## src/rtl/fifo_rd_dispatch.sv

```systemverilog
`default_nettype none
// ============================================================================
// fifo_rd_dispatch : pops words from an upstream FIFO and routes each to one
//                    of four lanes chosen by its top two bits.
// Revision 1.0
// ============================================================================
module fifo_rd_dispatch #(
    parameter int DATA_SIZE = 6
) (
    input  logic                 clk,
    input  logic                 reset,
    input  logic                 enable,
    input  logic                 fifo_empty,
    input  logic [DATA_SIZE-1:0] fifo_data,
    input  logic [3:0]           lane_pause,
    output logic                 fifo_read,
    output logic [DATA_SIZE-1:0] data_out,
    output logic [3:0]           valid_out,
    output logic                 stall,
    output logic [7:0]           dispatch_count
);

    typedef enum logic [1:0] {
        IDLE    = 2'd0,
        READ    = 2'd1,
        CAPTURE = 2'd2,
        SEND    = 2'd3
    } state_t;

    state_t               state_q;
    logic [DATA_SIZE-1:0] hold_q;
    logic [DATA_SIZE-1:0] data_q;
    logic [3:0]           valid_q;
    logic [7:0]           count_q;

    logic [1:0]           w_sel;
    logic                 w_more;
    logic                 w_paused;

    assign w_sel    = hold_q[DATA_SIZE-1 -: 2];
    assign w_more   = enable && !fifo_empty;
    assign w_paused = lane_pause[w_sel];

    always_ff @(posedge clk) begin
        if (reset) begin
            state_q <= IDLE;
            hold_q  <= '0;
            data_q  <= '0;
            valid_q <= '0;
            count_q <= '0;
        end else begin
            valid_q <= '0;
            case (state_q)
                IDLE: begin
                    if (w_more) state_q <= READ;
                end
                // READ always advances so a pop is never issued two cycles running
                READ: state_q <= CAPTURE;
                CAPTURE: begin
                    hold_q  <= fifo_data;
                    state_q <= SEND;
                end
                SEND: begin
                    if (!w_paused) begin
                        data_q  <= hold_q;
                        valid_q <= 4'b0001 << w_sel;
                        count_q <= count_q + 8'd1;
                        state_q <= w_more ? READ : IDLE;
                    end
                end
                default: state_q <= IDLE;
            endcase
        end
    end

    assign fifo_read      = (state_q == READ);
    assign stall          = (state_q == SEND) && w_paused;
    assign data_out       = data_q;
    assign valid_out      = valid_q;
    assign dispatch_count = count_q;

endmodule
`default_nettype wire

```

## config.mk

```make
export PLATFORM = sky130hd
export DESIGN_NAME = fifo_rd_dispatch
export DESIGN_NICKNAME = d
export VERILOG_FILES = /design/src/rtl/fifo_rd_dispatch.sv
export SDC_FILE = /design/constraint.sdc
export NUM_CORES = 1
export LEC_CHECK = 0
export CORE_MARGIN = 1.5
export CORE_UTILIZATION = 44
export DETAILED_ROUTE_END_ITERATION = 8
export PLACE_DENSITY = 0.83
export REMOVE_ABC_BUFFERS = 1
export SLEW_MARGIN = 20
export SYNTH_ARGS = -nofsm -noshare
export SYNTH_HDL_FRONTEND = slang
export SYNTH_SLANG_ARGS = --single-unit
```

## constraint.sdc

```tcl
create_clock -name clk -period 4.79 [get_ports clk]
set_input_delay 1.1975 -clock clk [delete_from_list [all_inputs] [get_ports clk]]
set_output_delay 1.1975 -clock clk [all_outputs]
set_load 0.05 [all_outputs]
```

; ---- Yosys cells after proc, flatten, opt, wreduce, memory -nomap -nowiden
; Index checks and enable logic that the tools add are counted.
[classes]
add_sub_neg = 1
n_mul = 0
div = 0
order_cmp = 1
eq_ne = 5
n_shift = 1
n_mux = 6
bitwise_logic = 2
reduce_logical = 7
[ops]
columns = op, n
row1 = 8-bit by 1-bit adder with 8-bit output (second input constant), 1
row2 = 2-bit one-hot mux with 4 select lines, 1
row3 = 2-bit == test (second input constant), 2
row4 = 2-bit two-way mux, 2
row5 = 2-bit inequality test (second input constant), 2
row6 = 2-bit AND reduction, 2
row7 = 1-bit by 2-bit left shift with 4-bit output (first input constant), 1
row8 = 2-bit by 3-bit less-than comparator with 1-bit output (second input constant), 1
row9 = 3-bit OR reduction, 1
row10 = 1-bit binary-select mux with 2-bit select, 1
row11 = 2-bit by 1-bit == test with 1-bit output (second input constant), 1
row12 = 1-bit logical AND, 2
row13 = 2-bit logical NOT, 1
row14 = 1-bit two-way mux, 2
row15 = 1-bit NOT, 2
row16 = 1-bit logical NOT, 1
[totals]
regBits = 26
latchBits = 0
mem_bits_rw = 0
romBits = 0
inputBits = 14
output_inout_bits = 20
elab_cells = 28
n_memories = 0

; ---- Longest topological paths before layout
; Gate-level depths: netlist of the first run.
[depth]
word_depth = 5
ltp_mapped = 6
mapped_depth_nobuf = 5

; ---- Least setup slack after synthesis of the first run
; Ideal clock, no wire load.
[synth_path]
path_type = input port to output port
start = input lane_pause[3]
end = output stall
arrival_time_ns = 1.995
t_required_ns = 3.593
path_slack_ns = 1.597
stages = 2
n_path_buf = 0
path_cell_list = mux4_2 > and2_2
[synth_via]
elab_chain_len = 3
[synth_rtl]
columns = element, line_no
row1 = from (decl), 15  ; input logic [3:0] lane_pause,
row2 = 1-bit binary-select mux with 2-bit select, 42  ; assign w_paused = lane_pause[w_sel];
row3 = 1-bit two-way mux (implied by the code), 42
row4 = 1-bit logical AND, 77  ; assign stall = (state_q == SEND) && w_paused;
row5 = to (decl), 19  ; output logic stall,
; Every way passes these cells. The select of a mux whose other input is x is not followed.

; ---- Final worst setup path of the first run
[layout_path]
start = input lane_pause[2]
end = output stall
; The elaborated chain is that of the path after synthesis.

==> qor.txt, run 1 <==
status - completed
sequential element share of the synthesized area - 42.7%
buffer cell driving the clock tree root - sky130_fd_sc_hd__clkbuf_4
sw power - 183 µW
setup repair after global routing missed its margin - no
via count of the routed design - 941
Iteration-0 DRC Markers - 21
number of buffers added by the clock tree synthesis step - 3
number of antenna violations at the first check in global routing - 0
minimum clock period after layout - 4.23 ns
net switching fraction of the power - 33.4%
overflow left after global routing - 0
top cells by area, synth - sky130_fd_sc_hd__dfxtp_1 43%, sky130_fd_sc_hd__mux2i_1 11%, sky130_fd_sc_hd__nor2_1 7.7%
peak fanout along the critical path - 2
launch instance of the worst min-delay path - hold_q[3]
antenna diode count - 0
transition time of the tightest slew-check pin - 1.06 ns
share of power burned in combinational logic - 32.8%
Crit path required time - 3.59 ns
worst rel slew slack - 29.2%
DRC violations left - 0
Syn Std Cell Area - 1220 µm²
total number of yosys warnings - 0
Clock Skew - 0.00704 ns
max-cap viol count - 0
total number of nets in the final design - 172
routed wire length - 2320 µm
classification of the worst-slack hold path - reg2reg
clock buffer depth - 2
die height - 55.7 µm
end of the worst register-to-register path - dispatch_count[4]
syn avg cell area - 10.1 µm²
count of mapped cells out of synthesis - 121
cell-internal power - 365 µW
number of placed I/O pins - 34
vias in the first global route - 934
hold buffers post-CTS - 0
final number of hold-violating endpoints - 0
final standard cell area without fillers - 1580 µm²
die area - 3100 µm²
Via-to-Cell Ratio - 5.20
Clock Latency Late Sink - 0.32 ns
number of distinct library cells after synthesis - 31
area added between synthesis and finish - 29.8%
summed negative setup slack over all endpoints - 0 ns
setup violators final - 0
FP Rows - 18
flop and latch count out of synthesis - 26
TritonCTS clock tree - built
first-pass GRT wire length - 4060 µm
number of setup buffers added after CTS - 0
Worst Hold Path Cells - 2
Placed Area - 1550 µm²
cell taking the most area after synthesis - sky130_fd_sc_hd__dfxtp_1
initial core utilization - 47.9%
final max-slew violation count - 0
first-pass detailed-route iteration total - 4
die span in x - 55.7 µm
timing-limited maximum frequency - 0.236 GHz
Port Buf Inserts - 33
Reg clk slew, reported paths - 0.13 ns
gp weighted congestion - 0.715
floorplan core area - 2540 µm²
worst reg2reg path startpoint - state_q[0]
HPWL after DPL - 1740 µm
# resized after CTS - 0
wire per inst - 12.8 µm
worst min-delay path endpoint - hold_q[3]
power density relative to cell area - 346 nW/µm²
sink count of the clock tree - 26
number of nets still failing antenna checks after routing - 0
startpoint kind of the worst setup timing path - input pin
Final period util - 88.3%
worst vdd ir - 277 µV
Clock Power Share - 20.0%
total global routing track utilization - 15.9%
signal arrival time at the worst endpoint - 3.03 ns
Critical Path End Type - primary output
fraction of power consumed by sequential logic - 47.2%
depth of the most critical reg-to-reg path - 5
Worst Path Class, Setup - in2out
share of final-layout standard cells stronger than drive strength 1 - 10.6%
H-tree depth - 1
static leakage power - 0.573 nW
pin count of the biggest net entering global routing - 33
Register-to-Register Setup Slack - 2.88 ns
fraction of synthesized cell area taken by the top area cell type - 42.7%
## power by group through the flow
| stage | sequential [mW] | combinational (mW) | clock, mW |
|---|---|---|---|
| 5_1_grt | 0.263 | 0.195 | 0.121 |
| 4_1_cts | 0.258 | 0.182 | 0.115 |
| 6_report | 0.258 | 0.180 | 0.109 |
| 3_5_place_dp | 0.263 | 0.181 | 0 |
| 2_1_floorplan | 0.263 | 0.131 | 0 |
| 3_3_place_gp | 0.261 | 0.171 | 0 |
## cells in the mapped netlist
master	count
sky130_fd_sc_hd__a21oi_1	4
sky130_fd_sc_hd__a22oi_4	1
sky130_fd_sc_hd__a311oi_2	1
sky130_fd_sc_hd__a31o_2	2
sky130_fd_sc_hd__and2_2	1
sky130_fd_sc_hd__and2b_1	1
sky130_fd_sc_hd__and4b_1	1
sky130_fd_sc_hd__buf_1	1
sky130_fd_sc_hd__buf_2	2
sky130_fd_sc_hd__buf_4	1
sky130_fd_sc_hd__buf_6	1
sky130_fd_sc_hd__clkbuf_1	2
sky130_fd_sc_hd__dfxtp_1	26
sky130_fd_sc_hd__ha_1	6
sky130_fd_sc_hd__inv_1	2
sky130_fd_sc_hd__mux2_2	5
sky130_fd_sc_hd__mux2i_1	14
sky130_fd_sc_hd__mux4_2	1
sky130_fd_sc_hd__nand2_1	5
sky130_fd_sc_hd__nand2b_1	3
sky130_fd_sc_hd__nand3_1	3
sky130_fd_sc_hd__nand4_1	2
sky130_fd_sc_hd__nand4b_1	1
sky130_fd_sc_hd__nor2_1	25
sky130_fd_sc_hd__nor2b_1	4
sky130_fd_sc_hd__nor3_1	1
sky130_fd_sc_hd__nor4_1	1
sky130_fd_sc_hd__nor4b_1	1
sky130_fd_sc_hd__nor4bb_1	1
sky130_fd_sc_hd__o2bb2ai_4	1
sky130_fd_sc_hd__xnor2_1	1
## flip-flops by register name (all words and copies together), names as in the netlist
name	count
hold_q	6
state_q	2
dispatch_count	8
data_out	6
valid_out	4
## cell type report
type | instances | area [µm²]
Inverter | 2 | 7.51
Clock buffer | 4 | 36.3
Timing Repair Buffer | 33 | 330
Tap cell | 30 | 37.5
Multi-Input combinational cell | 86 | 652
Sequential cell | 26 | 520
Fill cell | 228 | 961
## logic make-up after synthesis
logic type                 after synthesis  share of synthesized area [%]
AOI/OAI and AO/OA                        9                           8.31
xor gates and xnor gates                 1                          0.718
adders and majority gates                6                           6.15
buffers and inverters                    9                           3.90
DFF                                     26                           42.7
muxes                                   20                           17.9
and+or+nand+nor                         50                           20.3
## worst max path at each step
stage / from / slack, ns / cells after the start / end
after floorplan: lane_pause[3] / 1.60 / 2 / stall
after global placement: lane_pause[3] / 0.57 / 4 / stall
after detailed placement: lane_pause[2] / 0.56 / 4 / stall
after CTS: lane_pause[2] / 0.55 / 4 / stall
after global routing: lane_pause[2] / 0.51 / 4 / stall
final: lane_pause[2] / 0.56 / 4 / stall
## layer usage
layer / wire [µm] / vias up / GRT usage [%]
li1: - / 475 / -
met5: 0 / - / 0
met2: 1150 / 28 / 28.4
met3: 138 / 0 / 5.35
met4: 0 / 0 / 1.05
met1: 1030 / 438 / 19.3
## cells in the final DEF, fill, tap and decap left out, types with 2 or more instances in the layout
cell type / instances
sky130_fd_sc_hd__a21oi_1: 4
sky130_fd_sc_hd__a31o_2: 2
sky130_fd_sc_hd__clkbuf_4: 3
sky130_fd_sc_hd__clkdlybuf4s50_1: 33
sky130_fd_sc_hd__dfxtp_1: 26
sky130_fd_sc_hd__ha_1: 6
sky130_fd_sc_hd__inv_1: 2
sky130_fd_sc_hd__mux2_2: 5
sky130_fd_sc_hd__mux2i_1: 14
sky130_fd_sc_hd__nand2_1: 5
sky130_fd_sc_hd__nand2b_1: 3
sky130_fd_sc_hd__nand3_1: 3
sky130_fd_sc_hd__nand4_1: 2
sky130_fd_sc_hd__nor2_1: 25
sky130_fd_sc_hd__nor2b_1: 4
## per-stage QoR
step / power, mW / hold slack (ns) / cells / setup slack, ns / util, %
after global placement: 0.432 / 0.471 / 177 / 0.573 / 60.8
after detailed placement: 0.444 / 0.487 / 177 / 0.560 / 60.8
after global routing: 0.579 / 0.563 / 181 / 0.510 / 62.2
after floorplan: 0.393 / 0.460 / 114 / 1.60 / -
after CTS: 0.556 / 0.526 / 181 / 0.550 / 62.2
final: 0.547 / 0.517 / 181 / 0.561 / 62.2
## critical path, cell delays in order
cell,delay [ns]
sky130_fd_sc_hd__clkdlybuf4s50_1,0.42
sky130_fd_sc_hd__mux4_2,0.51
sky130_fd_sc_hd__and2_2,0.21
sky130_fd_sc_hd__clkdlybuf4s50_1,0.69
(Power assumes the default switching activity.)
==> inputs of run 2 (changes only) <==
--- a/config.mk
+++ b/config.mk
@@ -8,7 +8,8 @@
 export CORE_MARGIN = 1.5
 export CORE_UTILIZATION = 44
 export DETAILED_ROUTE_END_ITERATION = 8
-export PLACE_DENSITY = 0.83
+export DONT_BUFFER_PORTS = 1
+export PLACE_DENSITY = 0.68
 export REMOVE_ABC_BUFFERS = 1
 export SLEW_MARGIN = 20
 export SYNTH_ARGS = -nofsm -noshare
==> run 2 against run 1 <==
Compared with the run above:
- routed wire length decreased by 12%
- via count decreased by 13%
- maximum frequency increased by 32%
- first-iteration DRC count increased by 29%
- design area decreased by 20%
- register-to-register slack got worse by 0.05 ns
- critical path depth decreased by 2
- clock power increased by 37%
- combinational power decreased by 19%
- largest power group unchanged
==> qor.txt, run 2 (synthesis gave the netlist of run 1 again) <==
power density relative to cell area - 440 nW/µm² (was 346 nW/µm²)
number of buffers added by the clock tree synthesis step - 3 (unchanged)
share of power burned in combinational logic - 26.2% (was 32.8%)
number of nets still failing antenna checks after routing - 0 (unchanged)
Clock Latency Late Sink - 0.32 ns (about the same)
transition time of the tightest slew-check pin - 0.634 ns (was 1.06 ns)
launch instance of the worst min-delay path - hold_q[1] (was hold_q[3])
number of antenna violations at the first check in global routing - 0 (unchanged)
sink count of the clock tree - 26 (unchanged)
routed wire length - 2050 µm (was 2320 µm)
list of cells traversed by the critical path - mux4_2 > and2_2 (was clkdlybuf4s50_1 > mux4_2 > and2_2 > clkdlybuf4s50_1)
worst reg2reg path startpoint - hold_q[5] (was state_q[0])
cell-internal power - 385 µW (was 365 µW)
startpoint kind of the worst setup timing path - input pin (unchanged)
footprint of the multi-input gates - 652 µm² (unchanged)
fraction of power consumed by sequential logic - 47.1% (was 47.2%)
static leakage power - 0.461 nW (was 0.573 nW)
vias in the first global route - 808 (was 934)
stage delay of the slowest cell on the critical path - 0.49 ns (was 0.69 ns)
die area - 3100 µm² (unchanged)
FP Rows - 18 (unchanged)
via count of the routed design - 818 (was 941)
TritonCTS clock tree - built (unchanged)
die span in x - 55.7 µm (unchanged)
number of placed I/O pins - 34 (unchanged)
final number of hold-violating endpoints - 0 (unchanged)
placed instance count - 144 (was 177)
Sequential cell area - 520 µm² (unchanged)
Port Buf Inserts - 0 (was 33)
Via-to-Cell Ratio - 5.53 (was 5.20)
Clock Power Share - 26.8% (was 20.0%)
most frequent cells in the layout - 26 x sky130_fd_sc_hd__dfxtp_1, 25 x sky130_fd_sc_hd__nor2_1, 14 x sky130_fd_sc_hd__mux2i_1, 6 x sky130_fd_sc_hd__ha_1 (was 33 x sky130_fd_sc_hd__clkdlybuf4s50_1, 26 x sky130_fd_sc_hd__dfxtp_1, 25 x sky130_fd_sc_hd__nor2_1, 14 x sky130_fd_sc_hd__mux2i_1, 6 x sky130_fd_sc_hd__ha_1)
buffer cell driving the clock tree root - sky130_fd_sc_hd__clkbuf_4 (unchanged)
total global routing track utilization - 14.6% (was 15.9%)
summed negative setup slack over all endpoints - 0 ns (unchanged)
# resized after CTS - 0 (unchanged)
FILL cells - 250 (was 228)
final max-slew violation count - 0 (unchanged)
HPWL after DPL - 1440 µm (was 1740 µm)
share of final-layout standard cells stronger than drive strength 1 - 13.6% (was 10.6%)
source of the critical timing path - lane_pause[3] (was lane_pause[2])
initial core utilization - 47.9% (unchanged)
setup repair after global routing missed its margin - no (unchanged)
peak fanout along the critical path - 2 (unchanged)
Reg clk slew, reported paths - 0.14 ns (was 0.13 ns)
setup violators final - 0 (unchanged)
worst vdd ir - 244 µV (was 277 µV)
Clock Skew - 0.00736 ns (was 0.00704 ns)
H-tree depth - 1 (unchanged)
antenna diode count - 0 (unchanged)
classification of the worst-slack hold path - reg2reg (unchanged)
die height - 55.7 µm (unchanged)
hold buffers post-CTS - 0 (unchanged)
post-route non-filler standard cell count - 148 (was 181)
timing-limited maximum frequency - 0.313 GHz (was 0.236 GHz)
Worst Path Class, Setup - in2out (unchanged)
crit-path leading delay family - multiplexers (was buffers and inverters)
net switching fraction of the power - 31.2% (was 33.4%)
worst setup timing slack at the placement stage - 1.59 ns (was 0.560 ns)
worst rel slew slack - 57.7% (was 29.2%)
Crit path required time - 3.59 ns (about the same)
first-pass GRT wire length - 3630 µm (was 4060 µm)
overall power - 559 µW (was 547 µW)
clock buffer depth - 2 (unchanged)
max-cap viol count - 0 (unchanged)
pin count of the biggest net entering global routing - 33 (unchanged)
crit path max-delay cell type - sky130_fd_sc_hd__mux4_2 (was sky130_fd_sc_hd__clkdlybuf4s50_1)
Critical Path End Type - primary output (unchanged)
floorplan core area - 2540 µm² (unchanged)
wire per inst - 13.8 µm (was 12.8 µm)
Iteration-0 DRC Markers - 27 (was 21)
area added between synthesis and finish - 4.10% (was 29.8%)
slack of the critical path - 1.59 ns (was 0.561 ns)
status - completed (unchanged)
Buf/Inv on CP - 0 (was 2)
sw power - 174 µW (was 183 µW)
number of setup buffers added after CTS - 0 (unchanged)
gp weighted congestion - 0.731 (was 0.715)
total number of nets in the final design - 139 (was 172)
number of flip-flops in the largest register - 8 (unchanged)
first-pass detailed-route iteration total - 4 (unchanged)
Final period util - 66.8% (was 88.3%)
signal arrival time at the worst endpoint - 2.00 ns (was 3.03 ns)
DRC violations left - 0 (unchanged)
overflow left after global routing - 0 (unchanged)
minimum clock period after layout - 3.20 ns (was 4.23 ns)
most frequent standard cell in the layout excluding fill and tap cells - sky130_fd_sc_hd__dfxtp_1 (was sky130_fd_sc_hd__clkdlybuf4s50_1)
run 2: cell count changes in the layout (fill, tap and decap cells not counted), sizes merged:
cell	change
clkdlybuf4s50	-33
bufinv	+1
clkbuf	-1
run 2: power by group through the flow:
stage          Combinational (mW)  Clock, mW  Sequential (mW)
5_1_grt                     0.162      0.163            0.268
4_1_cts                     0.148      0.156            0.263
3_5_place_dp                0.148          0            0.268
6_report                    0.146      0.149            0.263
2_1_floorplan               0.131          0            0.263
3_3_place_gp                0.141          0            0.266
run 2: path summary, 6_finish.rpt:
kind / endpoint / slack [ns] / depth (start not counted)
setup / recovery: stall / 1.59 / 2
hold / removal: data_out[1] / 0.51 / 2
setup reg to reg: dispatch_count[4] / 2.83 / 4
hold reg to reg: data_out[1] / 0.51 / 2
run 2: worst min-delay path, stage by stage (launching register included):
cell,delay [ns]
sky130_fd_sc_hd__dfxtp_1,0.35
sky130_fd_sc_hd__mux2i_1,0.07
sky130_fd_sc_hd__nor2_1,0.07
run 2: layer usage:
| layer | GRT usage, % | vias to the layer above | share of wire, % |
|---|---|---|---|
| met5 | 0 | - | 0 |
| met3 | 6.05 | 2 | 8.5 |
| met1 | 17.4 | 377 | 44 |
| met4 | 3.14 | 0 | 0.49 |
| met2 | 24.5 | 27 | 47 |
| li1 | - | 412 | - |
run 2: cell type report:
type / instances / area share, %
Tap cell: 30 / 2.96
Clock inverter: 1 / 2.36
Inverter: 2 / 0.591
Sequential cell: 26 / 41.0
Multi-Input combinational cell: 86 / 51.3
Clock buffer: 3 / 1.77
run 2: stage by stage:
stage               hold slack [ns]  util (%)  cell area [µm²]
floorplan                     0.460         -             1180
global placement              0.472      47.8             1220
finish                        0.510      49.9             1270
detailed placement            0.483      47.8             1220
CTS                           0.519      49.9             1270
global route                  0.545      49.9             1270
==> inputs of run 3 (changes only) <==
==> constraint.sdc (replaced) <==
create_clock -name clk -period 3.1 [get_ports clk]
set_input_delay 0.775 -clock clk [delete_from_list [all_inputs] [get_ports clk]]
set_output_delay 0.775 -clock clk [all_outputs]
set_load 0.05 [all_outputs]
==> run 3 against run 2 <==
Compared with the run above:
- routed wire length shrank 2.6%
- hold slack is essentially flat
- combinational power grew 53%
- flip-flop and latch count is the same
- highest routed layer is now met3
==> qor.txt, run 3 (synthesis gave the netlist of run 1 again) <==
pin count of the biggest net entering global routing - 33 (unchanged)
crit path max-delay cell type - sky130_fd_sc_hd__mux4_2 (unchanged)
area added between synthesis and finish - 2.77% (was 4.10%)
depth of the critical timing path with buffers and inverters included - 2 (unchanged)
Buf/Inv on CP - 0 (unchanged)
final standard cell area without fillers - 1250 µm² (was 1270 µm²)
crit-path leading delay family - multiplexers (unchanged)
Placed Area - 1220 µm² (unchanged)
buffer cell driving the clock tree root - sky130_fd_sc_hd__clkbuf_4 (unchanged)
number of placed I/O pins - 34 (unchanged)
static leakage power - 0.455 nW (was 0.461 nW)
final design utilization - 49.3% (was 49.9%)
number of buffers added by the clock tree synthesis step - 3 (unchanged)
sink count of the clock tree - 26 (unchanged)
worst rel slew slack - 57.0% (was 57.7%)
final number of hold-violating endpoints - 0 (unchanged)
die span in x - 55.7 µm (unchanged)
Port Buf Inserts - 0 (unchanged)
signal arrival time at the worst endpoint - 1.70 ns (was 2.00 ns)
total number of nets in the final design - 139 (unchanged)
number of antenna violations at the first check in global routing - 0 (unchanged)
Crit path required time - 2.32 ns (was 3.59 ns)
transition time of the tightest slew-check pin - 0.644 ns (was 0.634 ns)
number of flip-flops in the largest register - 8 (unchanged)
FILL cells - 247 (was 250)
classification of the worst-slack hold path - reg2reg (unchanged)
number of setup buffers added after CTS - 0 (unchanged)
power density relative to cell area - 635 nW/µm² (was 440 nW/µm²)
worst reg2reg path startpoint - hold_q[5] (unchanged)
final max-slew violation count - 0 (unchanged)
Reg clk slew, reported paths - 0.13 ns (was 0.14 ns)
H-tree depth - 1 (unchanged)
TritonCTS clock tree - built (unchanged)
die area - 3100 µm² (unchanged)
first-pass GRT wire length - 3460 µm (was 3630 µm)
end of the worst register-to-register path - dispatch_count[4] (unchanged)
vias in the first global route - 761 (was 808)
end point of the critical path - stall (unchanged)
Clock Skew - 0.00245 ns (was 0.00736 ns)
gp weighted congestion - 0.750 (was 0.731)
footprint of the multi-input gates - 652 µm² (unchanged)
via count of the routed design - 803 (was 818)
list of cells traversed by the critical path - mux4_2 > and2_2 (unchanged)
HPWL after DPL - 1440 µm (about the same)
# resized after CTS - 0 (unchanged)
clock buffer depth - 2 (unchanged)
most frequent cells in the layout - 26 x sky130_fd_sc_hd__dfxtp_1, 25 x sky130_fd_sc_hd__nor2_1, 14 x sky130_fd_sc_hd__mux2i_1, 6 x sky130_fd_sc_hd__ha_1 (unchanged)
number of nets still failing antenna checks after routing - 0 (unchanged)
startpoint kind of the worst setup timing path - register (was input pin)
timing-limited maximum frequency - 0.404 GHz
worst vdd ir - 364 µV (was 244 µV)
routed wire length - 1990 µm (was 2050 µm)
antenna diode count - 0 (unchanged)
peak fanout along the critical path - 8 (was 2)
source of the critical timing path - hold_q[4] (was lane_pause[3])
first-pass detailed-route iteration total - 4 (unchanged)
setup repair after global routing missed its margin - no (unchanged)
Sequential cell area - 520 µm² (unchanged)
hold buffers post-CTS - 0 (unchanged)
DRC violations left - 0 (unchanged)
status - completed (unchanged)
max-cap viol count - 0 (unchanged)
minimum clock period after layout - 2.48 ns
Clock Latency Late Sink - 0.31 ns (was 0.32 ns)
Via-to-Cell Ratio - 5.43 (was 5.53)
Hold Slack - 0.510 ns (about the same)
floorplan core area - 2540 µm² (unchanged)
stage delay of the slowest cell on the critical path - 0.58 ns (was 0.49 ns)
Iteration-0 DRC Markers - 19 (was 27)
FP Rows - 18 (unchanged)
Worst Path Class, Setup - reg2out (was in2out)
Final period util - 79.9%
overflow left after global routing - 0 (unchanged)
Register-to-Register Setup Slack - 1.16 ns (was 2.83 ns)
Critical Path End Type - primary output (unchanged)
summed negative setup slack over all endpoints - 0 ns (unchanged)
die height - 55.7 µm (unchanged)
wire per inst - 13.5 µm (was 13.8 µm)
launch instance of the worst min-delay path - hold_q[1] (unchanged)
total global routing track utilization - 13.9% (was 14.6%)
setup violators final - 0 (unchanged)
depth of the most critical reg-to-reg path - 4 (unchanged)
most frequent standard cell in the layout excluding fill and tap cells - sky130_fd_sc_hd__dfxtp_1 (unchanged)
initial core utilization - 47.9% (unchanged)
overall power - 796 µW (was 559 µW)
share of final-layout standard cells stronger than drive strength 1 - 13.6% (unchanged)
[run 3: cell types whose count changed in the layout (fill, tap and decap cells not counted), sizes merged]
| cell | delta |
|---|---|
| clkbuf | +1 |
| bufinv | -1 |
[run 3: routing by layer]
metal / GRT usage, % / part of all wire (%) / vias to the layer above
met5: 0 / 0 / -
met4: 3.14 / 0 / 0
met3: 5.35 / 7.4 / 0
met2: 21.9 / 48 / 22
met1: 18.1 / 44 / 375
li1: - / - / 406
[run 3: worst min-delay path, delay by kind of cell (launching register included)]
| family | cells | cell delay [ns] |
|---|---|---|
| DFF | 1 | 0.35 |
| muxes | 1 | 0.06 |
| and+or+nand+nor | 1 | 0.07 |
[run 3: how the worst min path moves through the flow]
stage | endpoint | depth (start not counted)
3_5_place_dp | hold_q[1] | 2
3_3_place_gp | hold_q[3] | 2
4_1_cts | state_q[0] | 1
6_report | hold_q[1] | 2
2_1_floorplan | hold_q[0] | 2
5_1_grt | state_q[0] | 1
[run 3: where the power goes]
part	switching (mW)	total, mW	leakage [nW]	internal [mW]
logic	0.123	0.223	0.223	0.0994
registers	0.0426	0.407	0.210	0.364
clock network	0.0950	0.167	0.0210	0.0717
total	0.261	0.796	0.455	0.535
[run 3: layout make-up]
cell class	count	share of cell area, %
clock buffer	4	2.89
inverter	2	0.599
multi-input combinational	86	52.0
sequential	26	41.5
tap	30	2.99
[run 3: stage by stage]
step / instances / setup slack [ns]
final: 148 / 0.623
after detailed placement: 144 / 0.729
after floorplan: 114 / 0.752
after CTS: 148 / 0.607
after global routing: 148 / 0.531
after global placement: 144 / 0.737
